[src/rtl/pcd8544_spi_rx.sv]
// pcd8544_spi_rx: display-side receiver for the PCD8544 serial link.
// It synchronises sclk/mosi/sce/dc/rst into the system clock domain and
// deserialises bytes MSB first. Command bytes are decoded into controller
// state. Data bytes are written into a 504-byte display RAM, and the
// cursor then auto-increments.
// Optional feature macro: PCD_EXT_CMD_EN. When it is defined, the H=1
// extended commands load vop, bias and tc. When it is undefined, those
// three outputs are tied to 0.

module pcd8544_spi_rx #(
    parameter int COLS        = 84,
    parameter int ROWS        = 6,
    parameter int SYNC_STAGES = 2
) (
    input  logic       clock,
    input  logic       Reset,
    input  logic       sclk,
    input  logic       mosi,
    input  logic       sce,
    input  logic       dc,
    input  logic       rst,
    input  logic [8:0] rd_addr,
    output logic [7:0] rd_data,
    output logic       byte_valid,
    output logic [7:0] byte_out,
    output logic       byte_is_data,
    output logic [6:0] cur_x,
    output logic [2:0] cur_y,
    output logic       func_pd,
    output logic       func_v,
    output logic       func_h,
    output logic [1:0] disp_mode,
    output logic [6:0] vop,
    output logic [2:0] bias,
    output logic [1:0] tc
);

    localparam int         RAM_DEPTH = COLS * ROWS;
    localparam logic [6:0] X_MAX     = 7'(COLS - 1);
    localparam logic [2:0] Y_MAX     = 3'(ROWS - 1);
    localparam logic [8:0] RAM_LAST  = 9'(RAM_DEPTH - 1);

    // ------------------------------------------------------------------
    // Input synchronisers
    // ------------------------------------------------------------------
    logic [SYNC_STAGES-1:0] sclk_sync_q;
    logic [SYNC_STAGES-1:0] mosi_sync_q;
    logic [SYNC_STAGES-1:0] sce_sync_q;
    logic [SYNC_STAGES-1:0] dc_sync_q;
    logic [SYNC_STAGES-1:0] rst_sync_q;
    logic                   sclk_prev_q;

    logic sclk_s, mosi_s, sce_s, dc_s, rst_s, sclk_rise;

    assign sclk_s    = sclk_sync_q[SYNC_STAGES-1];
    assign mosi_s    = mosi_sync_q[SYNC_STAGES-1];
    assign sce_s     = sce_sync_q[SYNC_STAGES-1];
    assign dc_s      = dc_sync_q[SYNC_STAGES-1];
    assign rst_s     = rst_sync_q[SYNC_STAGES-1];
    assign sclk_rise = sclk_s & ~sclk_prev_q;

    // Shift every serial input through its synchroniser chain. mosi and dc
    // use the same depth as sclk, so data and clock stay aligned.
    always_ff @(posedge clock) begin
        // NOTE: state registers use non-blocking assignments only, so every
        // flop samples the values from before the edge, whatever order the
        // statements are written in.
        if (!Reset) begin
            sclk_sync_q <= '0;
            mosi_sync_q <= '0;
            sce_sync_q  <= '1;
            dc_sync_q   <= '0;
            rst_sync_q  <= '1;
            sclk_prev_q <= 1'b0;
        end else begin
            sclk_sync_q <= {sclk_sync_q[SYNC_STAGES-2:0], sclk};
            mosi_sync_q <= {mosi_sync_q[SYNC_STAGES-2:0], mosi};
            sce_sync_q  <= {sce_sync_q[SYNC_STAGES-2:0], sce};
            dc_sync_q   <= {dc_sync_q[SYNC_STAGES-2:0], dc};
            rst_sync_q  <= {rst_sync_q[SYNC_STAGES-2:0], rst};
            sclk_prev_q <= sclk_s;
        end
    end

    // ------------------------------------------------------------------
    // Deserialiser
    // ------------------------------------------------------------------
    logic [7:0] shift_q, shift_d;
    logic [2:0] bit_cnt_q, bit_cnt_d;
    logic       byte_valid_q, byte_valid_d;
    logic [7:0] byte_out_q, byte_out_d;
    logic       byte_is_data_q, byte_is_data_d;

    // Next-state logic for the shifter. A high sce or a low rst overrides
    // any sclk edge, so a partial byte is dropped and no pulse is produced.
    always_comb begin
        // NOTE: every signal gets a default before any branch, so no path
        // leaves a signal unassigned and no latch is inferred.
        shift_d        = shift_q;
        bit_cnt_d      = bit_cnt_q;
        byte_valid_d   = 1'b0;
        byte_out_d     = byte_out_q;
        byte_is_data_d = byte_is_data_q;

        if (!rst_s || sce_s) begin
            shift_d   = '0;
            bit_cnt_d = '0;
        end else if (sclk_rise) begin
            shift_d   = {shift_q[6:0], mosi_s};
            bit_cnt_d = bit_cnt_q + 3'd1;
            if (bit_cnt_q == 3'd7) begin
                byte_out_d     = {shift_q[6:0], mosi_s};
                byte_is_data_d = dc_s;
                byte_valid_d   = 1'b1;
            end
        end
    end

    // Deserialiser state register.
    always_ff @(posedge clock) begin
        if (!Reset) begin
            shift_q        <= '0;
            bit_cnt_q      <= '0;
            byte_valid_q   <= 1'b0;
            byte_out_q     <= '0;
            byte_is_data_q <= 1'b0;
        end else begin
            shift_q        <= shift_d;
            bit_cnt_q      <= bit_cnt_d;
            byte_valid_q   <= byte_valid_d;
            byte_out_q     <= byte_out_d;
            byte_is_data_q <= byte_is_data_d;
        end
    end

    // ------------------------------------------------------------------
    // Command decode and cursor
    // ------------------------------------------------------------------
    logic [6:0] x_q, x_d;
    logic [2:0] y_q, y_d;
    logic       pd_q, pd_d;
    logic       v_q, v_d;
    logic       h_q, h_d;
    logic [1:0] disp_q, disp_d;
`ifdef PCD_EXT_CMD_EN
    logic [6:0] vop_q, vop_d;
    logic [2:0] bias_q, bias_d;
    logic [1:0] tc_q, tc_d;
`endif

    logic [7:0] cmd;
    assign cmd = byte_out_q;

    // Decode the byte that byte_valid presents. The effects show up in the
    // following cycle. A low display reset has priority over any decode.
    always_comb begin
        x_d    = x_q;
        y_d    = y_q;
        pd_d   = pd_q;
        v_d    = v_q;
        h_d    = h_q;
        disp_d = disp_q;
`ifdef PCD_EXT_CMD_EN
        vop_d  = vop_q;
        bias_d = bias_q;
        tc_d   = tc_q;
`endif

        if (!rst_s) begin
            x_d    = '0;
            y_d    = '0;
            pd_d   = 1'b1;
            v_d    = 1'b0;
            h_d    = 1'b0;
            disp_d = 2'b00;
`ifdef PCD_EXT_CMD_EN
            vop_d  = '0;
            bias_d = '0;
            tc_d   = '0;
`endif
        end else if (byte_valid_q) begin
            if (byte_is_data_q) begin
                if (!v_q) begin
                    // Horizontal addressing: step X and carry into Y.
                    if (x_q == X_MAX) begin
                        x_d = '0;
                        y_d = (y_q == Y_MAX) ? 3'd0 : y_q + 3'd1;
                    end else begin
                        x_d = x_q + 7'd1;
                    end
                end else begin
                    // Vertical addressing: step Y and carry into X.
                    if (y_q == Y_MAX) begin
                        y_d = '0;
                        x_d = (x_q == X_MAX) ? 7'd0 : x_q + 7'd1;
                    end else begin
                        y_d = y_q + 3'd1;
                    end
                end
            end else if (cmd[7:3] == 5'b00100) begin
                // Function set decodes in both instruction sets.
                pd_d = cmd[2];
                v_d  = cmd[1];
                h_d  = cmd[0];
            end else if (!h_q) begin
                if (cmd[7]) begin
                    if (cmd[6:0] <= X_MAX) begin
                        x_d = cmd[6:0];
                    end
                end else if (cmd[7:3] == 5'b01000) begin
                    if (cmd[2:0] <= Y_MAX) begin
                        y_d = cmd[2:0];
                    end
                end else if (cmd[7:3] == 5'b00001 && !cmd[1]) begin
                    disp_d = {cmd[2], cmd[0]};
                end
            end
`ifdef PCD_EXT_CMD_EN
            else begin
                if (cmd[7]) begin
                    vop_d = cmd[6:0];
                end else if (cmd[7:3] == 5'b00010) begin
                    bias_d = cmd[2:0];
                end else if (cmd[7:2] == 6'b000001) begin
                    tc_d = cmd[1:0];
                end
            end
`endif
        end
    end

    // Controller state register.
    always_ff @(posedge clock) begin
        if (!Reset) begin
            x_q    <= '0;
            y_q    <= '0;
            pd_q   <= 1'b1;
            v_q    <= 1'b0;
            h_q    <= 1'b0;
            disp_q <= 2'b00;
`ifdef PCD_EXT_CMD_EN
            vop_q  <= '0;
            bias_q <= '0;
            tc_q   <= '0;
`endif
        end else begin
            x_q    <= x_d;
            y_q    <= y_d;
            pd_q   <= pd_d;
            v_q    <= v_d;
            h_q    <= h_d;
            disp_q <= disp_d;
`ifdef PCD_EXT_CMD_EN
            vop_q  <= vop_d;
            bias_q <= bias_d;
            tc_q   <= tc_d;
`endif
        end
    end

    // ------------------------------------------------------------------
    // Display RAM
    // ------------------------------------------------------------------
    logic [7:0] ram_q [RAM_DEPTH];
    logic [8:0] wr_addr;
    logic       ram_we;
    logic [7:0] rd_data_q;

    // The cursor is always in range, so wr_addr never exceeds RAM_LAST.
    assign wr_addr = 9'(y_q) * 9'(COLS) + 9'(x_q);
    assign ram_we  = Reset && rst_s && byte_valid_q && byte_is_data_q;

    // Write the data byte at the cursor position.
    always_ff @(posedge clock) begin
        // NOTE: the RAM array has no reset. Clearing 504 entries would need
        // a reset fan-out on every word, and the display RAM is undefined at
        // power-up anyway.
        if (ram_we) begin
            ram_q[wr_addr] <= byte_out_q;
        end
    end

    // Registered read port. It is read-first against a same-cycle write,
    // and addresses beyond the array return 0.
    always_ff @(posedge clock) begin
        if (!Reset) begin
            rd_data_q <= '0;
        end else if (rd_addr <= RAM_LAST) begin
            rd_data_q <= ram_q[rd_addr];
        end else begin
            rd_data_q <= '0;
        end
    end

    // ------------------------------------------------------------------
    // Outputs
    // ------------------------------------------------------------------
    assign rd_data      = rd_data_q;
    assign byte_valid   = byte_valid_q;
    assign byte_out     = byte_out_q;
    assign byte_is_data = byte_is_data_q;
    assign cur_x        = x_q;
    assign cur_y        = y_q;
    assign func_pd      = pd_q;
    assign func_v       = v_q;
    assign func_h       = h_q;
    assign disp_mode    = disp_q;
`ifdef PCD_EXT_CMD_EN
    assign vop          = vop_q;
    assign bias         = bias_q;
    assign tc           = tc_q;
`else
    assign vop          = '0;
    assign bias         = '0;
    assign tc           = '0;
`endif

endmodule

[config.mk]
export PLATFORM = sky130hd
export DESIGN_NAME = pcd8544_spi_rx
export DESIGN_NICKNAME = d
export VERILOG_FILES = /design/src/rtl/pcd8544_spi_rx.sv
export SDC_FILE = /design/constraint.sdc
export NUM_CORES = 2
export LEC_CHECK = 0
export CAP_MARGIN = 20
export CORE_UTILIZATION = 50
export DETAILED_ROUTE_END_ITERATION = 12
export PLACE_DENSITY = 0.67
export SLEW_MARGIN = 0
export SYNTH_ARGS = -nofsm -noshare
export SYNTH_HDL_FRONTEND = slang
export SYNTH_SLANG_ARGS = --single-unit
[constraint.sdc]
create_clock -name clock -period 18.7 [get_ports clock]
set_input_delay 2.805 -clock clock [delete_from_list [all_inputs] [get_ports clock]]
set_output_delay 2.805 -clock clock [all_outputs]
set_load 0.02 [all_outputs]
# ---- Word level (Yosys, flattened, before mapping)
# Memory sizes are Yosys's and may differ from the RTL's. A register that Yosys moved wholly into a read port is not among the register bits.
# Index checks and enable logic that the tools add are counted.
dict set report op_classes {
  n_addsub 4
  mul 1
  magnitude_cmp 3
  n_eq_ne 11
  mux 20
  bitwise 10
  reduce_logical 21
}
# op n
set op_table {}
lappend op_table {{2-to-1 mux 7 bit} 8}
lappend op_table {{2-to-1 mux 3 bit} 9}
lappend op_table {{AND reduction 7 bit} 2}
lappend op_table {{adder 9 x 7 -> 9 bit} 1}
lappend op_table {{less-or-equal comparator 9 bit, second input constant} 1}
lappend op_table {{NOT 1 bit} 9}
lappend op_table {{nonzero test 2 bit} 4}
lappend op_table {{adder 7 x 1 -> 7 bit, second input constant} 1}
lappend op_table {{equality test 7 bit, second input constant} 1}
lappend op_table {{less-or-equal comparator 7 bit, second input constant} 1}
lappend op_table {{multiplier 3 x 5 -> 7 bit, second input constant} 1}
lappend op_table {{adder 3 x 1 -> 3 bit, second input constant} 2}
lappend op_table {{equality test 3 bit, second input constant} 2}
lappend op_table {{AND reduction 3 bit} 2}
lappend op_table {{AND reduction 6 bit} 1}
lappend op_table {{equality test 5 x 1 -> 1 bit, second input constant} 1}
lappend op_table {{equality test 5 x 3 -> 1 bit, second input constant} 1}
lappend op_table {{equality test 5 x 4 -> 1 bit, second input constant} 1}
lappend op_table {{logical AND 1 bit} 4}
lappend op_table {{!= test 2 bit, second input constant} 2}
lappend op_table {{AND reduction 2 bit} 2}
lappend op_table {{less-or-equal comparator 3 bit, second input constant} 1}
lappend op_table {{zero test 1 bit} 3}
lappend op_table {{2-to-1 mux 1 bit} 3}
lappend op_table {{7 further kinds} 7}
dict set report totals {
  reg_bits 46
  ramBits 4032
  inputBits 16
  output_inout_bits 45
  n_memories 1
}
# memory words width rd rd_clocked_by_memory_dff wr line
set mem_list {}
lappend mem_list {ram_q 504 8 1 1 1 264} ;# logic [7:0] ram_q [RAM_DEPTH];

# ---- Longest topological paths before layout
dict set report logic_depth {
  depth_word 7
  depth_mapped 13
  ltp_nobuf 10
}

# ---- Worst setup path before layout
# OpenSTA, ideal clock, no wires.
dict set report synth_path {
  kind {flip-flop to output port}
  startpoint {reg byte_out_q[2], in the netlist byte_out[2]}
  endpoint {out byte_out[2]}
  arrival_time_ns 6.632
  setup_slack_ns 9.263
  stages_incl_launch_ff 1
  path_buffers 0
  cell_sequence {dfxtp_1}
}
# element line
set synth_rtl {}
lappend synth_rtl {{start: declaration} 91} ;# logic [7:0] byte_out_q, byte_out_d;
lappend synth_rtl {{start signal: assignment} 131} ;# byte_out_q <= byte_out_d;
lappend synth_rtl {{end: declaration} 25} ;# output logic [7:0] byte_out,
# No word-level cell between the ends.

# ---- Worst setup path after layout
dict set report layout_path {
  startpoint {in rd_addr[1]}
  endpoint {reg rd_data_q[0], in the netlist rd_data[0], read port of ram_q}
}
dict set report layout_between {
  elab_chain_len 3
}
# element line
set layout_rtl {}
lappend layout_rtl {{start: declaration} 22} ;# input logic [8:0] rd_addr,
lappend layout_rtl {{less-or-equal comparator 9 bit} 288} ;# end else if (rd_addr <= RAM_LAST) begin
lappend layout_rtl {{AND reduction 2 bit (no line)} -}
lappend layout_rtl {{zero test 1 bit (no line)} -}
lappend layout_rtl {{end: declaration} 267} ;# logic [7:0] rd_data_q;
# Parallel ways exist; a longest one is shown, timed or not.
# A chain may end at the register's enable or synchronous reset.

==> reports/metrics.csv <==
metric;value;unit
hpwl;254;mm
num_vias;80800;
grt_pass1_vias;79600;
postCtsHoldBufs;0;
ctsRootBufferMaster;clkbuf_16;
cts_tree;built;
synthMuxAreaShare;16.2;%
finalNetCount;7740;
hold_path.startpoint;rst_sync_q[0];
async_flop_share;0;%
status;finished, violations left;
port_buffers;48;
synth.yosys.seq_area_share;77.0;%
min_path_type;flip-flop to flip-flop;
layout-drive-gt1-share;22.6;%
violations;slew limit;
viasPerCell;6.61;
fin_crit_sh;43.3;%
startpoint;rd_addr[1];
cts_made_buffers;406;
synth_area_per_cell;21.1;um2
placedInstanceArea;0.164;mm2
skew;0.0596;ns
slew_violations;72;
mostFrequentLayoutCells;4032 x edfxtp_1, 967 x mux4_2, 559 x nor2_1;
grt_remaining_overflow;0;
synth_edf_count;4032;
crit_type;primary input to flip-flop;
drc_errors;0;
setup-violations-final;0;
relSlewSlack;-7.50;%
hold_ws;0.418;ns
first_pass_iters;6;
critical_path_required;19.51;ns
finalCriticalPeriod;8.10;ns
worstPathMaxFanout;114;
netlist-cell-type-count;76;
tns;0;ns
path_clk_slew;0.06;ns
cp.arrival;8.91;ns
layout_commonest_cell;edfxtp_1;
synth_xor_area_share;0.0772;%
max-cap-violations;0;
peakVddDrop;0.0000899;V
synth_fa_ha_area_share;0.139;%
start_util;50.3;%
cp-end-kind;flip-flop;
synth-compound-area-share;2.63;%
die-area;0.320;mm2
power.density;105;mW/mm2
clock_latency;0.98;ns
hold_viol;0;
cts_max_path_buffers;4;
fillers;23100;
antenna_found_initial;25;
r2r-start;cur_y[0];
h-tree-depth;5;
die_x;565;um
grt_use_total;27.3;%
ios;61;
grt_pass1_wl;610;mm
grt_max_degree;234;
synth_top_family_by_area;multiplexers;
num_rows;206;
fmax;124;MHz
design_area;0.177;mm2
drt_iter0_drc;11600;
totalWireLength;436;mm
postCtsSetupBuffers;0;
core-area;0.315;mm2
ys.warnings.count;0;
cts_num_sinks;4086;
syn-cell-area;0.159;mm2
ys.flop_type;edfxtp_1;
r2r_slack;13.59;ns
ant_nets;0;
synth-seq-cells;4086;
wl_per_cell;35.7;um
synthSimpleGateAreaFrac;2.49;%
gp_congestion;0.866;
startpoint_type;primary input;
p_leak;56.2;nW
tightest_slew;1.61;ns
netlist_instances;7529;
die_h;565;um
finish.utilization;56.2;%
grt_setup_unrepaired;false;
areaGrowthSynthToFinish;11.6;%
cts_resized;0;
[sequential cells by signal, indices dropped and copies added, names as in the netlist, 2 cells and up]
name	count
mosi_sync_q	2
byte_out	8
cur_x	7
ram_q	4032
sclk_sync_q	2
bit_cnt_q	3
disp_mode	2
rst_sync_q	2
dc_sync_q	2
rd_data	8
sce_sync_q	2
shift_q	7
cur_y	3
[kinds of logic after synthesis]
group / Yosys count
mux: 1358
fa+ha+maj: 17
xor+xnor: 14
simple gates: 950
flops: 4086
compound gates: 614
buf+inv: 489
other cells: 1
[worst paths after layout]
kind | to | cells past startpoint
worst max-delay path | rd_data[0] | 11
worst min-delay path | rst_sync_q[1] | 1
worst max register to register | ram_q[301][0] | 10
worst min register to register | rst_sync_q[1] | 1
[final cells by class]
class	count	area (um2)	area share, %
Timing Repair Buffer	234	2250	1.27
Multi-Input combinational cell	2965	34600	19.5
Tap cell	4160	5200	2.94
Antenna cell	25	62.6	0.0353
Clock buffer	503	10600	6.00
Sequential cell	4086	122000	68.9
Inverter	14	66.3	0.0374
Clock inverter	240	2240	1.26
[critical path: stages]
cell,delay (ns)
buf_8,0.48
buf_12,0.61
buf_4,0.70
buf_4,0.74
buf_4,0.69
mux4_2,0.46
mux2i_1,0.18
o21ai_0,0.10
a221oi_1,0.90
o311ai_0,0.48
a32o_1,0.37
[Yosys cell counts, types with 15 or more instances]
cell      instances  share of area, %
mux4_2          967                14
clkbuf_1        230              0.54
o221ai_1         24              0.13
edfxtp_1       4032                76
buf_6            15              0.11
o21ai_0         103              0.32
and2_1           19             0.075
buf_1            32             0.076
mux2_2           26              0.18
a221oi_1         33              0.18
o22ai_1          66              0.26
a21oi_1         111              0.35
dfxtp_1          54              0.68
a22oi_1         133              0.63
ha_1             16              0.13
nand3_1          44              0.14
nor2b_1          21             0.083
buf_2           127              0.40
nor3_1           43              0.14
mux2i_1         365               2.3
nand2_1         201              0.48
nor2_1          561               1.3
buf_4            71              0.34
a31oi_1          22             0.087
[routing by layer]
layer  global-route usage, %  share of wire (%)  vias up
li1                        -                  -    31700
met1                    38.0                 38    42900
met2                    41.5                 46     5211
met3                    6.48                 11      929
met4                    11.7                4.6       10
met5                  0.0446              0.013        -
[metrics by stage]
stage	worst slack, ns	total power, mW	cells
after detailed placement	9.75	10.9	11400
after global placement	9.08	10.8	11400
after global routing	10.42	19.0	12200
after floorplan	9.26	10.6	7540
final	10.60	18.6	12200
after CTS	10.77	18.7	12200
[where the power goes]
| part | leakage (nW) | switching, mW | internal (mW) |
|---|---|---|---|
| registers | 37.8 | 0.00586 | 9.90 |
| clock network | 6.25 | 3.48 | 4.50 |
| logic | 12.2 | 0.467 | 0.289 |
No activity file was read; power rests on OpenSTA's default activity.
